## src/rtl/load_extend_pipe_pkg.sv

```systemverilog
// Shared definitions for the load extend pipeline: access size encoding and
// the alignment rule shared with the control unit decode.
package load_extend_pipe_pkg;

    typedef enum logic [1:0] {
        SIZE_BYTE  = 2'd0,
        SIZE_HALF  = 2'd1,
        SIZE_WORD  = 2'd2,
        SIZE_DWORD = 2'd3
    } size_e;

    // Control fields carried alongside the aligned data through stage 1
    typedef struct packed {
        size_e size;
        logic  sign;
        logic  misalign;
    } s1_ctrl_t;

    // An access is illegal when its field is not naturally aligned, or when a
    // dword is requested on a 32-bit datapath.
    function automatic logic access_misaligned(size_e size, logic [2:0] offset,
                                               logic narrow_bus);
        logic bad;
        bad = 1'b0;
        unique case (size)
            SIZE_BYTE:  bad = 1'b0;
            SIZE_HALF:  bad = offset[0];
            SIZE_WORD:  bad = (offset[1:0] != 2'b00);
            SIZE_DWORD: bad = narrow_bus || (offset != 3'b000);
            default:    bad = 1'b1;
        endcase
        return bad;
    endfunction

endpackage

```

## src/rtl/load_extend_pipe_if.sv

```systemverilog
// Load-data handshake bundle: upstream beat (data, offset, size, sign) and
// downstream extended result with misalign flag and error count.
interface load_extend_pipe_if #(
    parameter int unsigned DATA_W    = 32,
    parameter int unsigned ERR_CNT_W = 8
);
    localparam int unsigned OFF_W = $clog2(DATA_W / 8);

    logic                 in_valid;
    logic                 in_ready;
    logic [DATA_W-1:0]    in_data;
    logic [OFF_W-1:0]     in_offset;
    logic [1:0]           in_size;
    logic                 in_sign;

    logic                 out_valid;
    logic                 out_ready;
    logic [DATA_W-1:0]    out_data;
    logic                 out_misalign;
    logic [ERR_CNT_W-1:0] err_count;

    // Producer/consumer side of the pipeline
    modport master (
        output in_valid, in_data, in_offset, in_size, in_sign, out_ready,
        input  in_ready, out_valid, out_data, out_misalign, err_count
    );

    // Pipeline side
    modport slave (
        input  in_valid, in_data, in_offset, in_size, in_sign, out_ready,
        output in_ready, out_valid, out_data, out_misalign, err_count
    );

endinterface

```

## src/rtl/load_extend_pipe_extend_field.sv

```systemverilog
// Combinational sign/zero extender: keeps the low byte/half/word/dword of an
// aligned field and fills the upper bits with the field MSB or zero.
module extend_field
    import load_extend_pipe_pkg::*;
#(
    parameter int unsigned DATA_W = 32
) (
    input  logic [DATA_W-1:0] field,
    input  size_e             size,
    input  logic              sign,
    output logic [DATA_W-1:0] result
);

    localparam logic [DATA_W-1:0] MASK_BYTE = DATA_W'(8'hFF);
    localparam logic [DATA_W-1:0] MASK_HALF = DATA_W'(16'hFFFF);
    localparam logic [DATA_W-1:0] MASK_WORD = DATA_W'(32'hFFFF_FFFF);
    localparam logic [DATA_W-1:0] MASK_FULL = '1;

    logic [DATA_W-1:0] mask;
    logic              top_bit;
    logic [DATA_W-1:0] fill;

    // Select field mask and its MSB; a full-width field passes unchanged
    always_comb begin
        mask    = MASK_FULL;
        top_bit = field[DATA_W-1];
        unique case (size)
            SIZE_BYTE: begin
                mask    = MASK_BYTE;
                top_bit = field[7];
            end
            SIZE_HALF: begin
                mask    = MASK_HALF;
                top_bit = field[15];
            end
            SIZE_WORD: begin
                mask    = MASK_WORD;
                top_bit = field[31];
            end
            SIZE_DWORD: begin
                mask    = MASK_FULL;
                top_bit = field[DATA_W-1];
            end
            default: begin
                mask    = MASK_FULL;
                top_bit = field[DATA_W-1];
            end
        endcase
    end

    assign fill   = {DATA_W{sign & top_bit}};
    assign result = (field & mask) | (fill & ~mask);

endmodule

```

## src/rtl/load_extend_pipe.sv

```systemverilog
// Two-stage valid/ready load data pipeline: stage 1 aligns the field and
// checks alignment, stage 2 extends it; misaligned beats are counted.
module load_extend_pipe
    import load_extend_pipe_pkg::*;
#(
    parameter int unsigned DATA_W    = 32,
    parameter int unsigned ERR_CNT_W = 8
) (
    input  logic               clk,
    input  logic               reset_n,
    load_extend_pipe_if.slave  bus
);

    logic                 s1_valid;
    logic [DATA_W-1:0]    s1_data;
    s1_ctrl_t             s1_ctrl;
    s1_ctrl_t             in_ctrl;
    logic [DATA_W-1:0]    in_aligned;

    logic                 s2_valid;
    logic                 s2_ready;
    logic [DATA_W-1:0]    s2_data;
    logic                 s2_misalign;
    logic [DATA_W-1:0]    ext_data;

    logic [ERR_CNT_W-1:0] err_cnt_q;
    logic                 out_fire;

    // Handshake: no skid buffer, ready ripples back combinationally
    assign s2_ready     = !s2_valid || bus.out_ready;
    assign bus.in_ready = !s1_valid || s2_ready;
    assign out_fire     = s2_valid && bus.out_ready;

    // Decode incoming beat
    always_comb begin
        in_ctrl          = '0;
        in_ctrl.size     = size_e'(bus.in_size);
        in_ctrl.sign     = bus.in_sign;
        in_ctrl.misalign = access_misaligned(size_e'(bus.in_size),
                                             3'(bus.in_offset),
                                             DATA_W == 32);
    end

    assign in_aligned = bus.in_data >> {bus.in_offset, 3'b000};

    // Stage 1: aligned field and control
    always_ff @(posedge clk or negedge reset_n) begin
        if (!reset_n) begin
            s1_valid <= 1'b0;
            s1_data  <= '0;
            s1_ctrl  <= '0;
        end else if (bus.in_ready) begin
            s1_valid <= bus.in_valid;
            if (bus.in_valid) begin
                s1_data <= in_aligned;
                s1_ctrl <= in_ctrl;
            end
        end
    end

    extend_field #(
        .DATA_W (DATA_W)
    ) u_extend (
        .field  (s1_data),
        .size   (s1_ctrl.size),
        .sign   (s1_ctrl.sign),
        .result (ext_data)
    );

    // Stage 2: extended result; payload only moves with a valid beat so the
    // output holds its last value while idle or stalled
    always_ff @(posedge clk or negedge reset_n) begin
        if (!reset_n) begin
            s2_valid    <= 1'b0;
            s2_data     <= '0;
            s2_misalign <= 1'b0;
        end else if (s2_ready) begin
            s2_valid <= s1_valid;
            if (s1_valid) begin
                s2_data     <= s1_ctrl.misalign ? '0 : ext_data;
                s2_misalign <= s1_ctrl.misalign;
            end
        end
    end

    // Saturating count of delivered misaligned beats
    always_ff @(posedge clk or negedge reset_n) begin
        if (!reset_n) begin
            err_cnt_q <= '0;
        end else if (out_fire && s2_misalign && (err_cnt_q != '1)) begin
            err_cnt_q <= err_cnt_q + ERR_CNT_W'(1);
        end
    end

    assign bus.out_valid    = s2_valid;
    assign bus.out_data     = s2_data;
    assign bus.out_misalign = s2_misalign;
    assign bus.err_count    = err_cnt_q;

endmodule

```

## src/flat_wrapper.sv

```systemverilog
// flat-port wrapper written by rule: the top's interface ports become plain ports
module load_extend_pipe_flat import load_extend_pipe_pkg::*;
#(
    parameter int unsigned DATA_W    = 32,
    parameter int unsigned ERR_CNT_W = 8
)
  (clk, reset_n, bus_in_valid, bus_in_data, bus_in_offset, bus_in_size, bus_in_sign, bus_out_ready, bus_in_ready, bus_out_valid, bus_out_data, bus_out_misalign, bus_err_count);
  load_extend_pipe_if #(.DATA_W(DATA_W), .ERR_CNT_W(ERR_CNT_W)) bus_i ();
  input  logic clk;
  input  logic reset_n;
  input wire logic [$bits(bus_i.in_valid)-1:0] bus_in_valid;
  input wire logic [$bits(bus_i.in_data)-1:0] bus_in_data;
  input wire logic [$bits(bus_i.in_offset)-1:0] bus_in_offset;
  input wire logic [$bits(bus_i.in_size)-1:0] bus_in_size;
  input wire logic [$bits(bus_i.in_sign)-1:0] bus_in_sign;
  input wire logic [$bits(bus_i.out_ready)-1:0] bus_out_ready;
  output wire logic [$bits(bus_i.in_ready)-1:0] bus_in_ready;
  output wire logic [$bits(bus_i.out_valid)-1:0] bus_out_valid;
  output wire logic [$bits(bus_i.out_data)-1:0] bus_out_data;
  output wire logic [$bits(bus_i.out_misalign)-1:0] bus_out_misalign;
  output wire logic [$bits(bus_i.err_count)-1:0] bus_err_count;
  assign bus_i.in_valid = bus_in_valid;
  assign bus_i.in_data = bus_in_data;
  assign bus_i.in_offset = bus_in_offset;
  assign bus_i.in_size = bus_in_size;
  assign bus_i.in_sign = bus_in_sign;
  assign bus_i.out_ready = bus_out_ready;
  assign bus_in_ready = bus_i.in_ready;
  assign bus_out_valid = bus_i.out_valid;
  assign bus_out_data = bus_i.out_data;
  assign bus_out_misalign = bus_i.out_misalign;
  assign bus_err_count = bus_i.err_count;
  load_extend_pipe #(.DATA_W(DATA_W), .ERR_CNT_W(ERR_CNT_W)) u_core (.clk(clk), .reset_n(reset_n), .bus(bus_i));
endmodule
```

## config.mk

```make
export PLATFORM = sky130hd
export DESIGN_NAME = load_extend_pipe_flat
export DESIGN_NICKNAME = d
export VERILOG_FILES = /design/src/rtl/load_extend_pipe_pkg.sv /design/src/rtl/load_extend_pipe_if.sv /design/src/rtl/load_extend_pipe_extend_field.sv /design/src/rtl/load_extend_pipe.sv /design/src/flat_wrapper.sv
export SDC_FILE = /design/constraint.sdc
export NUM_CORES = 1
export LEC_CHECK = 0
export BUFFER_PORTS_ARGS = -buffer_cell sky130_fd_sc_hd__buf_4
export CORE_ASPECT_RATIO = 2
export CORE_MARGIN = 4
export CORE_UTILIZATION = 55
export CTS_BUF_LIST = sky130_fd_sc_hd__clkbuf_16
export DETAILED_ROUTE_END_ITERATION = 8
export PLACE_DENSITY = 0.78
export SYNTH_ARGS = -nofsm -noshare
export SYNTH_HDL_FRONTEND = slang
export SYNTH_SLANG_ARGS = --single-unit
```

## constraint.sdc

```tcl
create_clock -name clk -period 1.7 [get_ports clk]
set_input_delay 0.085 -clock clk [delete_from_list [all_inputs] [get_ports clk]]
set_output_delay 0.085 -clock clk [all_outputs]
set_load 0.02 [all_outputs]
```

==> impl_metrics.json, run 1 <==
{
  "synth_edf_count": 0,
  "syn-cell-area_sq_um": 4120,
  "drt_iter0_markers": 217,
  "setup_viol": 0,
  "switchingPower_mw": 2.03,
  "synth_top_cell_area_share": 0.479,
  "route.detailed.drc": 0,
  "globalRouteOverflowTotal": 0,
  "fin_skew_ns": 0.00579,
  "layout.nets": 472,
  "ys_async_sr_fraction": 1.00,
  "worstMarginPinSlew_ns": 0.498,
  "grt_max_degree": 52,
  "pwr_density_cell_nw_per_um2": 1230,
  "synth_cells": 348,
  "die-width_um": 69.2,
  "end_kind": "flop",
  "insertion_delay_ns": 0.33,
  "yosys-top-cells-area": "dfrtp_1 48%, mux2i_1 9.7%, mux2_4 8.0%",
  "period_minus_slack_ns": 1.54,
  "synth_top_cell_by_area": "dfrtp_1",
  "arrival_ns": 1.76,
  "r2r_cells": 4,
  "wl_per_cell_um": 18.0,
  "io_pins": 84,
  "timing.critical_path.fanout_max": 4,
  "r2r_end": "u_core.bus.err_count[1]",
  "cts_buffer_depth": 2,
  "grt.total_usage": 0.225,
  "die_y_um": 130,
  "cap_violations": 0,
  "yosys-top-cells-count": "79 x dfrtp_1, 44 x o21ai_0, 40 x mux2i_1",
  "p_int_mw": 4.24,
  "power_frac_clock": 0.288,
  "htree_levels": 3,
  "initial_utilization": 0.567,
  "period_share": 0.905,
  "synth.distinct_cells": 47,
  "clockRootBuffer": "clkbuf_16",
  "vias": 3032,
  "design.core.area_sq_um": 7270,
  "syn_area_per_cell_sq_um": 11.9,
  "yosysSeqAreaShare": 0.479,
  "cp.required_ns": 1.92,
  "rsz0062_at_grt": "false",
  "drv_slew": 0,
  "tns_ns": 0,
  "antenna_found_initial": 0,
  "ys_ff_latch": 79,
  "ant_nets": 0,
  "grt_pass1_vias": 3222,
  "io_buffers": 83,
  "cts_buffers": 9,
  "worstSetupEndpoint": "u_core.bus.err_count[1]",
  "area.growth.synth_to_final_pct": 23.7,
  "p_leak_nw": 2.51,
  "dp_hpwl_um": 7090,
  "critPathLaunch": "u_core.bus.err_count[0]",
  "dp.cells": 508,
  "final_cells": 526,
  "hold_viol": 0,
  "diodes": 0,
  "cts_tree": "done",
  "combPwrFrac": 0.303,
  "yosysWarnings": 0,
  "rows": 44,
  "synth_nets": 390,
  "worstSetupPathType": "reg2reg",
  "gp_congestion": 0.851,
  "yosysMostFrequentCell": "dfrtp_1",
  "fmax_ghz": 0.650,
  "ir_worst_vdd_uv": 634,
  "reg2reg_slack_ns": 0.16,
  "start_kind": "flop",
  "min_path_type": "in2reg",
  "dieArea_sq_um": 9030,
  "max_slew_margin": 0.667,
  "via_per_inst": 5.76,
  "drive_gt1_frac": 0.348,
  "postCtsSetupRepairBufs": 0,
  "drt-total-wl_um": 9460,
  "clkSinkCount": 79,
  "drt-pass1-iter-count": 4,
  "grt_pass1_wl_um": 15900,
  "pwr-share-seq": 0.409,
  "r2r_start": "u_core.bus.err_count[0]",
  "run_status": "finished clean",
  "ys.flop_type": "dfrtp_1",
  "cts.clk_slew.worst_paths_ns": 0.06,
  "p_sw_frac": 0.324
}
## power by group through the flow
stage | logic (mW) | clock network, mW | registers [mW]
6_report | 1.90 | 1.81 | 2.57
2_1_floorplan | 0.906 | 0 | 2.80
3_5_place_dp | 1.90 | 0 | 2.59
4_1_cts | 1.92 | 1.83 | 2.57
5_1_grt | 2.06 | 1.90 | 2.62
3_3_place_gp | 1.86 | 0 | 2.57
## area by class of cell
cell class | count | area, sq um
clock inverter | 6 | 52.6
inverter | 9 | 33.8
fill | 553 | 2160
tap | 92 | 115
multi-input combinational | 234 | 1940
clock buffer | 9 | 225
sequential | 79 | 1980
timing repair buffer | 97 | 761
## worst min-delay path by stage
stage	to	slack, ns	depth (start not counted)	from
2_1_floorplan	u_core.bus.err_count[0]	-0.21	0	reset_n
3_3_place_gp	u_core.bus.out_data[1]	0.02	1	reset_n
3_5_place_dp	u_core.bus.out_data[12]	0.03	1	reset_n
4_1_cts	u_core.s1_ctrl[3]	0.001	2	bus_in_size[1]
5_1_grt	u_core.s1_ctrl[3]	0.01	2	bus_in_size[1]
6_report	u_core.s1_ctrl[3]	0.01	2	bus_in_size[1]
## kinds of logic after synthesis
family                   Yosys count  share of synthesized area
flip-flops                        79                      0.479
AO/OA/AOI/OAI                     95                      0.171
adder cells (fa/ha/maj)            1                    0.00303
XOR/XNOR                           4                    0.00850
AND/OR/NAND/NOR                   64                     0.0868
multiplexers                      70                      0.199
buffers and inverters             35                     0.0528
## timing repair
| action | 4_1_cts | 5_1_grt |
|---|---|---|
| endpoints found under the hold margin | 30 | 0 |
| resized for setup | 0 | 1 |
| hold buffers | 3 | 0 |
| endpoints found under the setup margin | 0 | 5 |
## registers in the layout, summed over array words and instances, names as in the netlist
name / cells
u_core.bus.err_count: 8
u_core.s1_valid: 1
u_core.bus.out_misalign: 1
u_core.s1_data: 32
u_core.bus.out_valid: 1
u_core.s1_ctrl: 4
u_core.bus.out_data: 32
## critical path, stage by stage, from the launching register on
cell	delay (ns)
dfrtp_1	0.42
ha_1	0.26
and3_1	0.23
a21o_1	0.20
mux2_1	0.31
## placed cells by master, fill, tap and decap left out, types with 2 or more instances in the layout
cell type and instances:
mux2_2 7, o22ai_1 2, mux2_4 22, clkbuf_16 9, o2bb2ai_1 7, nor2_1 17, o21ai_0 44, inv_1 8
and4_1 3, a21o_1 10, dfrtp_1 79, nand2_1 19, nor2b_1 11, buf_12 2, mux2i_1 40, dlygate4sd3_1 3
xor2_1 2, buf_4 92, o31ai_1 14, xnor2_1 2, o41ai_2 7, o41ai_1 3, clkinv_1 5, nand3_1 2
## through the flow
step	worst slack [ns]	area (sq um)	power, mW	hold slack (ns)	util
4_1_cts	0.0593	5090	6.32	0.00108	0.701
3_5_place_dp	0.0765	4790	4.49	0.0300	0.659
5_1_grt	0.103	5100	6.58	0.00983	0.702
6_report	0.162	5100	6.27	0.0117	0.702
2_1_floorplan	0.146	4120	3.71	-0.211	-
3_3_place_gp	0.197	4790	4.43	0.0214	0.659
## layer usage
metal | global-route usage | wire length, um | vias to the layer above
li1 | - | - | 1425
met1 | 0.249 | 3640 | 1499
met2 | 0.415 | 5210 | 96
met3 | 0.0444 | 436 | 12
met4 | 0.100 | 165 | 0
met5 | 0 | 0 | -
Note: power is estimated with default switching activity, not from simulation.
==> inputs of run 2 (changes only) <==
GPL_TIMING_DRIVEN = 0   (was default)
HOLD_SLACK_MARGIN = 0.12   (was default)
==> impl_metrics.json, run 2 (synthesis gave the netlist of run 1 again) <==
{
  "run_status": "finished clean",
  "drt-pass1-iter-count": 4,
  "pre_cts_ws_ns": 0.140,
  "critPathLaunch": "u_core.bus.err_count[0]",
  "drv_slew": 0,
  "insertion_delay_ns": 0.34,
  "layout.nets": 502,
  "placedInstanceArea_sq_um": 4850,
  "ant_nets": 0,
  "period_minus_slack_ns": 1.57,
  "initial_utilization": 0.567,
  "min_path_type": "in2reg",
  "cts_buffers": 9,
  "ir_worst_vdd_uv": 676,
  "arrival_ns": 1.79,
  "dieArea_sq_um": 9030,
  "holdBufCountCts": 19,
  "grt_pass1_vias": 3510,
  "period_share": 0.923,
  "holdWs_ns": 0.131,
  "cts_buffer_depth": 2,
  "route.detailed.drc": 0,
  "grt.total_usage": 0.251,
  "worstMarginPinSlew_ns": 0.977,
  "worstSetupPathType": "reg2reg",
  "dp_hpwl_um": 7710,
  "start_kind": "flop",
  "clkSinkCount": 79,
  "max_slew_margin": 0.348,
  "die-width_um": 69.2,
  "fin_area_sq_um": 5380,
  "design.core.area_sq_um": 7270,
  "gp_congestion": 0.893,
  "globalRouteOverflowTotal": 0,
  "hold_viol": 0,
  "io_buffers": 82,
  "final_cells": 557,
  "timing.critical_path.fanout_max": 4,
  "rsz0062_at_grt": "false",
  "tns_ns": 0,
  "hold_start": "bus_in_data[24]",
  "rows": 44,
  "pwr_density_cell_nw_per_um2": 1250,
  "via_per_inst": 5.72,
  "postCtsSetupRepairBufs": 0,
  "final_common_cell": "buf_4",
  "cts_resized": 0,
  "p_leak_nw": 2.64,
  "cp.required_ns": 1.92,
  "die_y_um": 130,
  "antenna_found_initial": 0,
  "fin_util": 0.741,
  "r2r_start": "u_core.bus.err_count[0]",
  "diodes": 0,
  "clockRootBuffer": "clkbuf_16",
  "grt_max_degree": 80,
  "htree_levels": 3,
  "dp.cells": 522,
  "end_kind": "flop",
  "drt_iter0_markers": 242,
  "area.growth.synth_to_final_pct": 30.5,
  "fin_skew_ns": 0.00512,
  "io_pins": 84,
  "cts.clk_slew.worst_paths_ns": 0.06,
  "vias": 3186,
  "cts_tree": "done",
  "layout_common_cells": "84 x buf_4, 79 x dfrtp_1, 44 x o21ai_0, 40 x mux2i_1, 22 x mux2_4",
  "cap_violations": 0,
  "finalWorstSetupSlack_ns": 0.131,
  "total_power_mw": 6.71,
  "drt-total-wl_um": 10700,
  "setup_viol": 0,
  "wl_per_cell_um": 19.2,
  "drive_gt1_frac": 0.340,
  "grt_pass1_wl_um": 17700,
  "fmax_ghz": 0.637
}
## run 2: per-layer routing
layer	global-route usage	part of all wire
met2	0.468	0.55
met1	0.262	0.37
met4	0.132	0.039
met5	0	0
met3	0.0513	0.041
## run 2: where the power goes
part,internal (mW),switching (mW),total [mW],leakage (nW)
Combinational,0.909,1.07,1.98,1.47
Sequential,2.25,0.300,2.55,1.01
Clock,1.42,0.759,2.18,0.163
Total,4.58,2.13,6.71,2.64
## run 2: path summary, 6_finish.rpt
check | slack [ns] | cells after the start | to
max | 0.13 | 4 | u_core.bus.err_count[1]
min | 0.13 | 3 | u_core.s1_data[24]
max reg2reg | 0.13 | 4 | u_core.bus.err_count[1]
min reg2reg | 0.50 | 1 | u_core.s1_data[31]
max in group asynchronous | 0.62 | 2 | u_core.s1_valid
min in group asynchronous | 0.45 | 2 | u_core.bus.out_data[1]
## run 2: final cells by class
class | count | area, sq um
Tap cell | 92 | 115
Inverter | 9 | 33.8
Buffer | 26 | 184
Clock buffer | 9 | 225
Fill cell | 530 | 1890
Sequential cell | 79 | 1980
Timing Repair Buffer | 101 | 806
Clock inverter | 7 | 111
Multi-Input combinational cell | 234 | 1930
## run 2: worst max-delay path, stage by stage, from the launching register on
cell and delay (ns):
dfrtp_1 0.42, ha_1 0.27, and3_1 0.24, a21o_1 0.21, mux2_1 0.31
==> inputs of run 3 (changes only) <==
CAP_MARGIN = 20   (was default)
CTS_BUF_LIST = default   (was sky130_fd_sc_hd__clkbuf_16)
==> impl_metrics.json, run 3 (synthesis gave the netlist of run 1 again) <==
{
  "end_kind": "flop",
  "die-width_um": 69.2,
  "area.growth.synth_to_final_pct": 30.7,
  "drt_iter0_markers": 183,
  "rows": 44,
  "drt-pass1-iter-count": 4,
  "r2r_cells": 4,
  "setup_viol": 0,
  "holdWs_ns": 0.132,
  "route.detailed.drc": 0,
  "grt_pass1_wl_um": 17700,
  "critPathMaxStageDelay_ns": 0.42,
  "r2r_end": "u_core.bus.err_count[1]",
  "layout_common_cells": "84 x buf_4, 79 x dfrtp_1, 44 x o21ai_0, 40 x mux2i_1, 22 x mux2_4",
  "drt-total-wl_um": 10700,
  "min_path_type": "in2reg",
  "fmax_ghz": 0.639,
  "r2r_start": "u_core.bus.err_count[0]",
  "min_to": "u_core.s1_data[24]",
  "globalRouteOverflowTotal": 0,
  "wl_per_cell_um": 19.1,
  "diodes": 0,
  "initial_utilization": 0.567,
  "fin_skew_ns": 0.00594,
  "cp.required_ns": 1.92,
  "layout.nets": 502,
  "insertion_delay_ns": 0.34,
  "dp.cells": 522,
  "design.core.area_sq_um": 7270,
  "p_leak_nw": 2.64,
  "cp_cell_sequence": "ha_1 > and3_1 > a21o_1 > mux2_1",
  "gp_congestion": 0.893,
  "grt_max_degree": 80,
  "io_pins": 84,
  "cp_slowest_cell": "dfrtp_1",
  "vias": 3185,
  "cts_buffers": 9,
  "ant_nets": 0,
  "final_common_cell": "buf_4",
  "hold_viol": 0,
  "cts_buffer_depth": 2,
  "via_per_inst": 5.72,
  "arrival_ns": 1.78,
  "reg2reg_slack_ns": 0.14,
  "cts_tree": "done",
  "dp_hpwl_um": 7710,
  "cap_violations": 0,
  "final_cells": 557,
  "cts.clk_slew.worst_paths_ns": 0.06,
  "drive_gt1_frac": 0.342,
  "drv_slew": 0,
  "period_minus_slack_ns": 1.56,
  "start_kind": "flop",
  "nFillCells": 529,
  "period_share": 0.920,
  "die_y_um": 130,
  "fin_area_sq_um": 5390,
  "grt_pass1_vias": 3505,
  "grt.total_usage": 0.251,
  "ir_worst_vdd_uv": 679,
  "placedInstanceArea_sq_um": 4850,
  "run_status": "finished clean",
  "worstMarginPinSlew_ns": 0.969,
  "pwr_density_cell_nw_per_um2": 1250,
  "hold_depth": 3,
  "timing.critical_path.fanout_max": 4,
  "worstSetupPathType": "reg2reg",
  "tns_ns": 0,
  "antenna_found_initial": 0,
  "dieArea_sq_um": 9030,
  "max_slew_margin": 0.354,
  "rsz0062_at_grt": "false",
  "clockRootBuffer": "clkbuf_16",
  "htree_levels": 3,
  "hold_start": "bus_in_data[24]",
  "total_power_mw": 6.75,
  "io_buffers": 82,
  "cts_resized": 0,
  "clkSinkCount": 79
}
==> run 3: cell count changes in the layout (fill, tap and decap cells not counted), sizes merged <==
cell	change
clkinv	-1
clkbuf	+1
==> run 3: worst max path at each step <==
stage / startpoint / end / slack (ns)
after global placement: u_core.bus.err_count[0] / u_core.bus.err_count[1] / 0.16
after detailed placement: u_core.bus.err_count[0] / u_core.bus.err_count[1] / 0.14
after global routing: u_core.s1_ctrl[3] / u_core.bus.out_data[22] / 0.007
after CTS: u_core.bus.err_count[0] / u_core.bus.err_count[1] / 0.13
final: u_core.bus.err_count[0] / u_core.bus.err_count[1] / 0.14
after floorplan: u_core.bus.err_count[0] / u_core.bus.err_count[1] / 0.15
==> run 3: cell type report <==
type                       instances  area (sq um)  area share
inverter                           9          33.8     0.00627
multi-input combinational        234          1930       0.358
buffer                            26           184      0.0341
tap                               92           115      0.0214
clock buffer                      10           239      0.0443
clock inverter                     6           108      0.0200
sequential                        79          1980       0.367
timing repair buffer             101           806       0.149
==> run 3: report_power, final <==
part | total, mW | switching, mW | internal [mW] | leakage (nW)
sequential | 2.55 | 0.298 | 2.25 | 1.01
combinational | 1.98 | 1.07 | 0.909 | 1.47
clock | 2.22 | 0.751 | 1.47 | 0.168
==> run 3: metrics by stage <==
step	setup slack [ns]	utilization
2_1_floorplan	0.146	-
3_3_place_gp	0.156	0.668
3_5_place_dp	0.140	0.668
4_1_cts	0.132	0.742
5_1_grt	0.00730	0.742
6_report	0.136	0.742
==> run 3: repair_timing <==
item / CTS / global route
buffers inserted: 0 / 0
hold buffers: 19 / 0
hold endpoints to repair: 97 / 0
==> run 3: per-layer routing <==
metal | vias to the layer above | share of wire | routed length (um) | GRT usage
met5 | - | 0 | 0 | 0
met4 | 0 | 0.039 | 415 | 0.132
met3 | 28 | 0.043 | 461 | 0.0513
met2 | 112 | 0.56 | 5920 | 0.468
met1 | 1556 | 0.36 | 3860 | 0.262
li1 | 1489 | - | - | -
==> run 3: worst max-delay path: cells and delay by family (launching register included) <==
kind | cells | cell delay (ns)
AO/OA/AOI/OAI | 1 | 0.21
adder cells (fa/ha/maj) | 1 | 0.27
flip-flops | 1 | 0.42
multiplexers | 1 | 0.31
AND/OR/NAND/NOR | 1 | 0.24
